## config.mk

```make
export PLATFORM = sky130hd
export DESIGN_NAME = alu_arbiter
export DESIGN_NICKNAME = d
export VERILOG_FILES = /design/src/rtl/alu_arbiter_pkg.sv /design/src/rtl/alu_arbiter_alu.sv /design/src/rtl/alu_arbiter.sv
export SDC_FILE = /design/constraint.sdc
export NUM_CORES = 1
export LEC_CHECK = 0
export BUFFER_PORTS_ARGS = -buffer_cell sky130_fd_sc_hd__buf_2
export CORE_AREA = 2 2 125 127
export DETAILED_ROUTE_END_ITERATION = 8
export DIE_AREA = 0 0 127 129
export GPL_ROUTABILITY_DRIVEN = 0
export PLACE_DENSITY = 0.61
export SYNTH_ARGS = -nofsm -noshare
export SYNTH_HDL_FRONTEND = slang
export SYNTH_SLANG_ARGS = --single-unit
```

## constraint.sdc

```tcl
create_clock -name clk -period 5.1 [get_ports clk]
set_input_delay 0.255 -clock clk [delete_from_list [all_inputs] [get_ports clk]]
set_output_delay 0.255 -clock clk [all_outputs]
set_load 0.02 [all_outputs]
```

## src/rtl/alu_arbiter_pkg.sv

```systemverilog
// Shared definitions for the two-requester ALU arbiter: opcode constants and FSM states.
package alu_arbiter_pkg;

  // ALU operation codes (4-bit encoding; narrower/wider opcode ports are cast at use)
  localparam logic [3:0] OP_AND = 4'b0000;
  localparam logic [3:0] OP_OR  = 4'b0001;
  localparam logic [3:0] OP_ADD = 4'b0010;
  localparam logic [3:0] OP_EQ  = 4'b1000;
  localparam logic [3:0] OP_NE  = 4'b1001;

  // IDLE: no result held; RESP: result held and rsp_valid asserted
  typedef enum logic {
    ST_IDLE = 1'b0,
    ST_RESP = 1'b1
  } state_e;

endpackage

```

## src/rtl/alu_arbiter_alu.sv

```systemverilog
// Purely combinational ALU shared by the arbiter; unknown opcodes yield zero.
module alu
  import alu_arbiter_pkg::*;
#(
  parameter int DATA_WIDTH    = 32,
  parameter int OPCODE_LENGTH = 4
) (
  input  logic [OPCODE_LENGTH-1:0] op_i,
  input  logic [DATA_WIDTH-1:0]    a_i,
  input  logic [DATA_WIDTH-1:0]    b_i,
  output logic [DATA_WIDTH-1:0]    result_o
);

  // Decode the opcode and produce the result; ADD wraps, comparisons give 1/0
  always_comb begin
    result_o = '0;
    case (op_i)
      OPCODE_LENGTH'(OP_AND): result_o = a_i & b_i;
      OPCODE_LENGTH'(OP_OR):  result_o = a_i | b_i;
      OPCODE_LENGTH'(OP_ADD): result_o = DATA_WIDTH'($signed(a_i) + $signed(b_i));
      OPCODE_LENGTH'(OP_EQ):  result_o = {{(DATA_WIDTH-1){1'b0}}, (a_i == b_i)};
      OPCODE_LENGTH'(OP_NE):  result_o = {{(DATA_WIDTH-1){1'b0}}, (a_i != b_i)};
      default:                result_o = '0;
    endcase
  end

endmodule

```

## src/rtl/alu_arbiter.sv

```systemverilog
// Round-robin arbiter sharing one ALU between two requesters, one operation in flight.
module alu_arbiter
  import alu_arbiter_pkg::*;
#(
  parameter int DATA_WIDTH    = 32,
  parameter int OPCODE_LENGTH = 4
) (
  input  logic                     clk,
  input  logic                     rst_n,
  input  logic [1:0]               req_valid,
  output logic [1:0]               req_ready,
  input  logic [OPCODE_LENGTH-1:0] req_op0,
  input  logic [OPCODE_LENGTH-1:0] req_op1,
  input  logic [DATA_WIDTH-1:0]    req_a0,
  input  logic [DATA_WIDTH-1:0]    req_b0,
  input  logic [DATA_WIDTH-1:0]    req_a1,
  input  logic [DATA_WIDTH-1:0]    req_b1,
  output logic [1:0]               rsp_valid,
  input  logic [1:0]               rsp_ready,
  output logic [DATA_WIDTH-1:0]    rsp_data
);

  state_e                  state_q, state_d;
  logic [1:0]              rsp_valid_q, rsp_valid_d;
  logic [DATA_WIDTH-1:0]   rsp_data_q, rsp_data_d;
  logic                    last_grant_q, last_grant_d;

  logic                    consume;
  logic                    grant_ok;
  logic                    grant_en;
  logic                    grant_idx;
  logic [1:0]              grant_vec;
  logic [OPCODE_LENGTH-1:0] alu_op;
  logic [DATA_WIDTH-1:0]   alu_a, alu_b, alu_result;

  // Arbitration: grant only when no result is held or it is being consumed now
  always_comb begin
    // rsp_valid_q is one-hot, so the non-owner's rsp_ready bit is masked off here
    consume   = |(rsp_valid_q & rsp_ready);
    grant_ok  = (state_q == ST_IDLE) || consume;
    grant_en  = 1'b0;
    grant_idx = 1'b0;
    if (grant_ok) begin
      case (req_valid)
        2'b01:   begin grant_en = 1'b1; grant_idx = 1'b0;          end
        2'b10:   begin grant_en = 1'b1; grant_idx = 1'b1;          end
        2'b11:   begin grant_en = 1'b1; grant_idx = ~last_grant_q; end
        default: begin grant_en = 1'b0; grant_idx = 1'b0;          end
      endcase
    end
    grant_vec = grant_en ? (2'b01 << grant_idx) : 2'b00;
    alu_op    = grant_idx ? req_op1 : req_op0;
    alu_a     = grant_idx ? req_a1  : req_a0;
    alu_b     = grant_idx ? req_b1  : req_b0;
  end

  alu #(
    .DATA_WIDTH   (DATA_WIDTH),
    .OPCODE_LENGTH(OPCODE_LENGTH)
  ) u_alu (
    .op_i    (alu_op),
    .a_i     (alu_a),
    .b_i     (alu_b),
    .result_o(alu_result)
  );

  // Next-state: capture a granted result, drop a consumed one, otherwise hold
  always_comb begin
    state_d      = state_q;
    rsp_valid_d  = rsp_valid_q;
    rsp_data_d   = rsp_data_q;
    last_grant_d = last_grant_q;
    if (grant_en) begin
      state_d      = ST_RESP;
      rsp_valid_d  = grant_vec;
      rsp_data_d   = alu_result;
      last_grant_d = grant_idx;
    end else if (consume) begin
      state_d     = ST_IDLE;
      rsp_valid_d = 2'b00;
    end
  end

  // State and result registers; reset discards any held result at once
  always_ff @(posedge clk or negedge rst_n) begin
    if (!rst_n) begin
      state_q      <= ST_IDLE;
      rsp_valid_q  <= 2'b00;
      rsp_data_q   <= '0;
      last_grant_q <= 1'b1;
    end else begin
      state_q      <= state_d;
      rsp_valid_q  <= rsp_valid_d;
      rsp_data_q   <= rsp_data_d;
      last_grant_q <= last_grant_d;
    end
  end

  // Ready is the grant itself, forced low while reset is held
  assign req_ready = grant_vec & {2{rst_n}};
  assign rsp_valid = rsp_valid_q;
  assign rsp_data  = rsp_data_q;

endmodule

```

Word-level counts from Yosys, hierarchy flattened
Cells that the tools add are included.
W data, S select, Z words.

cells by class
  eq/ne operators = 9
  $add $sub $neg = 1
  shifts and indexed selects = 1
  reductions and logical operators = 5
  muxes and demuxes = 13
  bitwise gates (word level) = 6

operators with widths
  operator               number
  $pmux W32 S5           1
  $mux W32               2
  $add A32 B32 Y32       1
  $and A32 B32 Y32       1
  $eq A32 B32 Y1         1
  $ne A32 B32 Y1         1
  $or A32 B32 Y32        1
  $eq A4 B4 Y1 const B   2
  $mux W2                3
  $mux W1                5
  $and A2 B2 Y2          2
  $eq A2 B2 Y1 const B   2
  $eq A4 B1 Y1 const B   1
  $eq A4 B2 Y1 const B   1
  $logic_not A4 Y1       1
  $mux W4                1
  $reduce_or A3 Y1       1
  $eq A2 B1 Y1 const B   1
  $not A1 Y1             2
  $pmux W1 S2            1
  $reduce_bool A2 Y1     1
  $reduce_or A2 Y1       1
  $shl A1 B1 Y2 const A  1
  $logic_or A1 B1 Y1     1

storage, ports and cells
  output and inout port bits = 36
  bits in registers = 36
  word-level logic and storage cells = 39

Depth between registers and ports, before layout
  depth in word-level cells = 7
  depth in mapped cells = 18

By module
A second synthesis with hierarchy kept.

unflattened totals
  cells, all modules = 628
  area total of the unflattened synthesis = 5356.4 µm²

modules (own cells, without submodules)
  module       cells each  instances  area an instance (µm²)  sequential area each (µm²)
  alu          466         1          3139.3                  0.0
  alu_arbiter  162         1          2217.1                  902.1

Worst setup path before layout
No wires, ideal clock.

  path type = register to register
  start = register rsp_valid_q[0] (netlist: rsp_valid[0])
  end = register rsp_data_q[30] (netlist: rsp_data[30])
  slack = 1198 ps
  setup time = 143 ps
  data arrival time = 3759 ps
  period minus slack after synthesis = 3902 ps
  cell stages (with the launch flop) = 19
  data required time = 4957 ps
  cell sequence = dfrtp_1 > nand2_1 > a31oi_4 > buf_4 > clkbuf_1 > clkbuf_1 > nand2_1 > nand2_1 > ha_1 > clkbuf_1 > a21o_1 > a21o_1 > a211oi_1 > a21oi_1 > a31oi_4 > o21ai_2 > a311oi_2 > xor2_1 > o221ai_1

on the way
  cells in the longest elaborated chain, start to end = 7
  elaborated cells on any way between the ends = 17

ends and longest elaborated chain
  what                                      line                   source
  start, declared                           alu_arbiter.sv:24      logic [1:0] rsp_valid_q, rsp_valid_d;
  start signal, assigned                    alu_arbiter.sv:93      rsp_valid_q <= rsp_valid_d;
  $and A2 B2 Y2 *                           alu_arbiter.sv:39      consume = |(rsp_valid_q & rsp_ready);
  $reduce_or A2 Y1 *                        alu_arbiter.sv:39
  $logic_or A1 B1 Y1 *                      alu_arbiter.sv:40      grant_ok = (state_q == ST_IDLE) || consume;
  $mux W1                                   alu_arbiter.sv:43      if (grant_ok) begin
  $mux W32 (tied with other cells)          alu_arbiter.sv:53      alu_a = grant_idx ? req_a1 : req_a0;
  $add A32 B32 Y32 (tied with other cells)  alu_arbiter_alu.sv:20  OPCODE_LENGTH'(OP_ADD): result_o = DATA_WIDTH'($signed(a_i) + $signed(b_i));
  $pmux W32 S5                              alu_arbiter_alu.sv:17  case (op_i)
  end signal, assigned                      alu_arbiter.sv:94      rsp_data_q <= rsp_data_d;
  end, declared                             alu_arbiter.sv:25      logic [DATA_WIDTH-1:0] rsp_data_q, rsp_data_d;

Mark *: on every way between the ends. The rest lies on a longest branch, timed or not.
A chain may end at the register's enable or synchronous reset.

Worst setup path after layout
Same ends and word-level chain as after synthesis.

==> flow_summary.ini <==
[clocking]
cts-root-buf = clkbuf_16
clkTransAtPathRegs_ns = 0.06
cts_hold_buf = 0
clock_path_buffers = 2
h-tree-depth = 2
cts_setup_buffers = 0
cts_tree = done
numCtsBuffers = 5
ctsResizeCount = 0
cts_sinks = 36
clk_latency_ns = 0.28

[sta]
setup_viol = 0
hold_violations = 0
post-route-period-util = 0.752
tns_ns = 0
worstMarginPinSlew_ns = 1.12
min_period_ns = 3.83
slew_viol_final = 0
slew_headroom = 0.244
fin_skew_ns = 0.00668
clock.fmax_ghz = 0.261
rsz0062_at_grt = false

[global_routing]
gr-total-overflow = 0
first_global_vias = 5360
grt_max_degree = 76
grt_usage = 0.200
antenna_found_initial = 0
grt_pass1_wl_mm = 26.9

[drt]
drt_pre_antenna_iters = 5
final_antenna_net_count = 0
drt_iter0_drc = 383
drcViolationCount = 0
viasPerCell = 5.10
wl_per_cell_um = 14.9
routed_wl_mm = 16.5
vias = 5675

[run_status]
run_status = finished clean

[setup_path]
critical_path.max_fanout = 31
cp.arrival_ns = 3.96
r2r_start = rsp_valid[0]
crit_path_end_kind = register
startpoint_type = register
crit_required_ns = 5.23
reg2reg_slack_ns = 1.27
crit_type = register to register
crit_start = rsp_valid[0]

[pwr]
switching_share = 0.513
power.share.clock = 0.124
irDropWorstVdd_uv = 171
p_switching_w = 0.00124
internal-power_w = 0.00118
leakage_nw = 3.52
comb_power_share = 0.717
p_seq_frac = 0.159
p_per_area_mw_per_mm2 = 381

[yosys]
ys.flop_type = dfrtp_1
seq_area_frac_synth = 0.175
netlist_area_mm2 = 0.00516
synth_cell_types = 61
ys.warnings.count = 0
async_flop_share = 1.00
synth_compound_gate_area_share = 0.251
avgSynthCellArea_um2 = 6.71
synth_top_area_share = 0.172
synth_fa_ha_area_frac = 0.155
yosys.area_share.xor_xnor = 0.0509
yosysTopAreaCell = nand2_1
synthTopCellsByCount = nand2_1, inv_1, ha_1
synthMuxAreaShare = 0.0194
ys_seq_elements = 36
synth_top_family_by_area = simple AND/OR/NAND/NOR gates
netlist_instances = 770
synth.area.top_cells = nand2_1, dfrtp_1, ha_1, a21oi_1, inv_1
synth_edf_count = 0
synthMostInstantiatedCell = nand2_1
syn_nets = 976
yosys.area_share.simple = 0.267

[floorplanning]
coreArea_mm2 = 0.0150
die_area_mm2 = 0.0164
start_util = 0.345
rows = 45
design.portCount = 178
die_x_um = 127
die_height_um = 129

[cells_and_area]
nNetsFinal = 1129
num_antenna_cells = 0
final_cells = 1112
area_growth_pct = 23.4
drive_gt1_frac = 0.234

[placed_design]
place_hpwl_mm = 12.9
io_buffer_count = 177
dp.cells = 1104

[job]
maxCapViolCount = 0

[worst_hold_path]
hold_class = primary input to asynchronous set/reset pin
-- critical path, stage by stage, from the launching register on --
cell      delay (ns)
dfrtp_1         0.38
nand2_1         0.17
nand3_1         0.17
nand2_2         0.51
buf_4           0.36
nand2_1         0.08
nand2_1         0.10
ha_1            0.30
a21oi_1         0.21
o21ai_0         0.12
a211o_1         0.38
a31oi_4         0.23
o21ai_2         0.12
a311oi_2        0.26
xor2_1          0.17
o221ai_1        0.12
-- registers in the layout (all words and copies together), names as in the netlist --
signal	count
rsp_data	32
rsp_valid	2
state_q	1
last_grant_q	1
-- power groups by stage --
stage | logic [W] | clock network, W | registers (W)
finish | 0.00174 | 0.000300 | 0.000386
global route | 0.00195 | 0.000318 | 0.000395
CTS | 0.00174 | 0.000306 | 0.000386
detailed placement | 0.00172 | 0 | 0.000391
global placement | 0.00172 | 0 | 0.000387
floorplan | 0.00120 | 0 | 0.000457
-- layout make-up --
| class | instances | area [um^2] |
|---|---|---|
| clock buffers | 8 | 136 |
| flip-flops and latches | 36 | 902 |
| multi-input cells | 622 | 3860 |
| fillers | 1643 | 8610 |
| well taps | 188 | 235 |
| inverters | 71 | 267 |
| repair buffers | 187 | 973 |
-- logic make-up (layout without fill, tap and decap cells) --
kind of cell | Yosys count | after routing
multiplexers | 10 | 10
adder cells (fa/ha/maj) | 64 | 64
XOR/XNOR | 30 | 30
AND/OR/NAND/NOR | 334 | 334
flip-flops | 36 | 36
buffers and inverters | 112 | 266
AO/OA/AOI/OAI | 184 | 184
-- path summary, 6_finish.rpt --
path,to,cells after the start
max reg2reg,rsp_data[30],15
max,rsp_data[30],15
min reg2reg,rsp_data[2],2
min in group clk,state_q,3
min,rsp_data[7],2
max in group asynchronous,last_grant_q,2
-- per-stage QoR --
stage	utilization	hold slack (ns)	setup WS [ns]	cell area [um^2]	total power, W
after CTS	0.425	0.0447	1.24	6370	0.00243
final	0.425	0.0204	1.27	6370	0.00242
after detailed placement	0.416	0.350	1.25	6230	0.00212
after global placement	0.416	0.352	1.24	6230	0.00211
after global routing	0.425	0.0755	0.835	6370	0.00266
after floorplan	-	-0.0406	1.20	5160	0.00166
-- placed cells by master, fill, tap and decap left out, drive strengths merged, types with 2 or more instances in the layout --
cell,synthesis,routed
a211oi,3,3
o21ai,40,40
a31o,2,2
ha,64,64
a311o,2,2
o41ai,2,2
nor3,2,2
clkbuf,36,8
dfrtp,35,35
nand4b,3,3
nor4,9,9
inv,71,71
o31ai,3,3
a211o,2,2
nand3b,3,3
o21a,3,3
o221ai,18,18
a31oi,10,10
xor2,14,14
buf,5,187
or2,2,2
a221oi,12,12
nand2b,2,2
mux2i,10,10
nand4,4,4
nand2,236,236
o21bai,3,3
xnor2,16,16
nor2,47,47
a21oi,59,59
a21o,14,14
o211ai,2,2
and3,5,5
nor2b,4,4
nand3,12,12
and2,3,3
-- per-layer routing --
metal / global-route usage / part of all wire
met2: 0.332 / 0.44
met1: 0.286 / 0.49
met5: 0 / 0
met4: 0.0491 / 0.015
met3: 0.0129 / 0.055
Note: power is estimated with default switching activity, not from simulation.
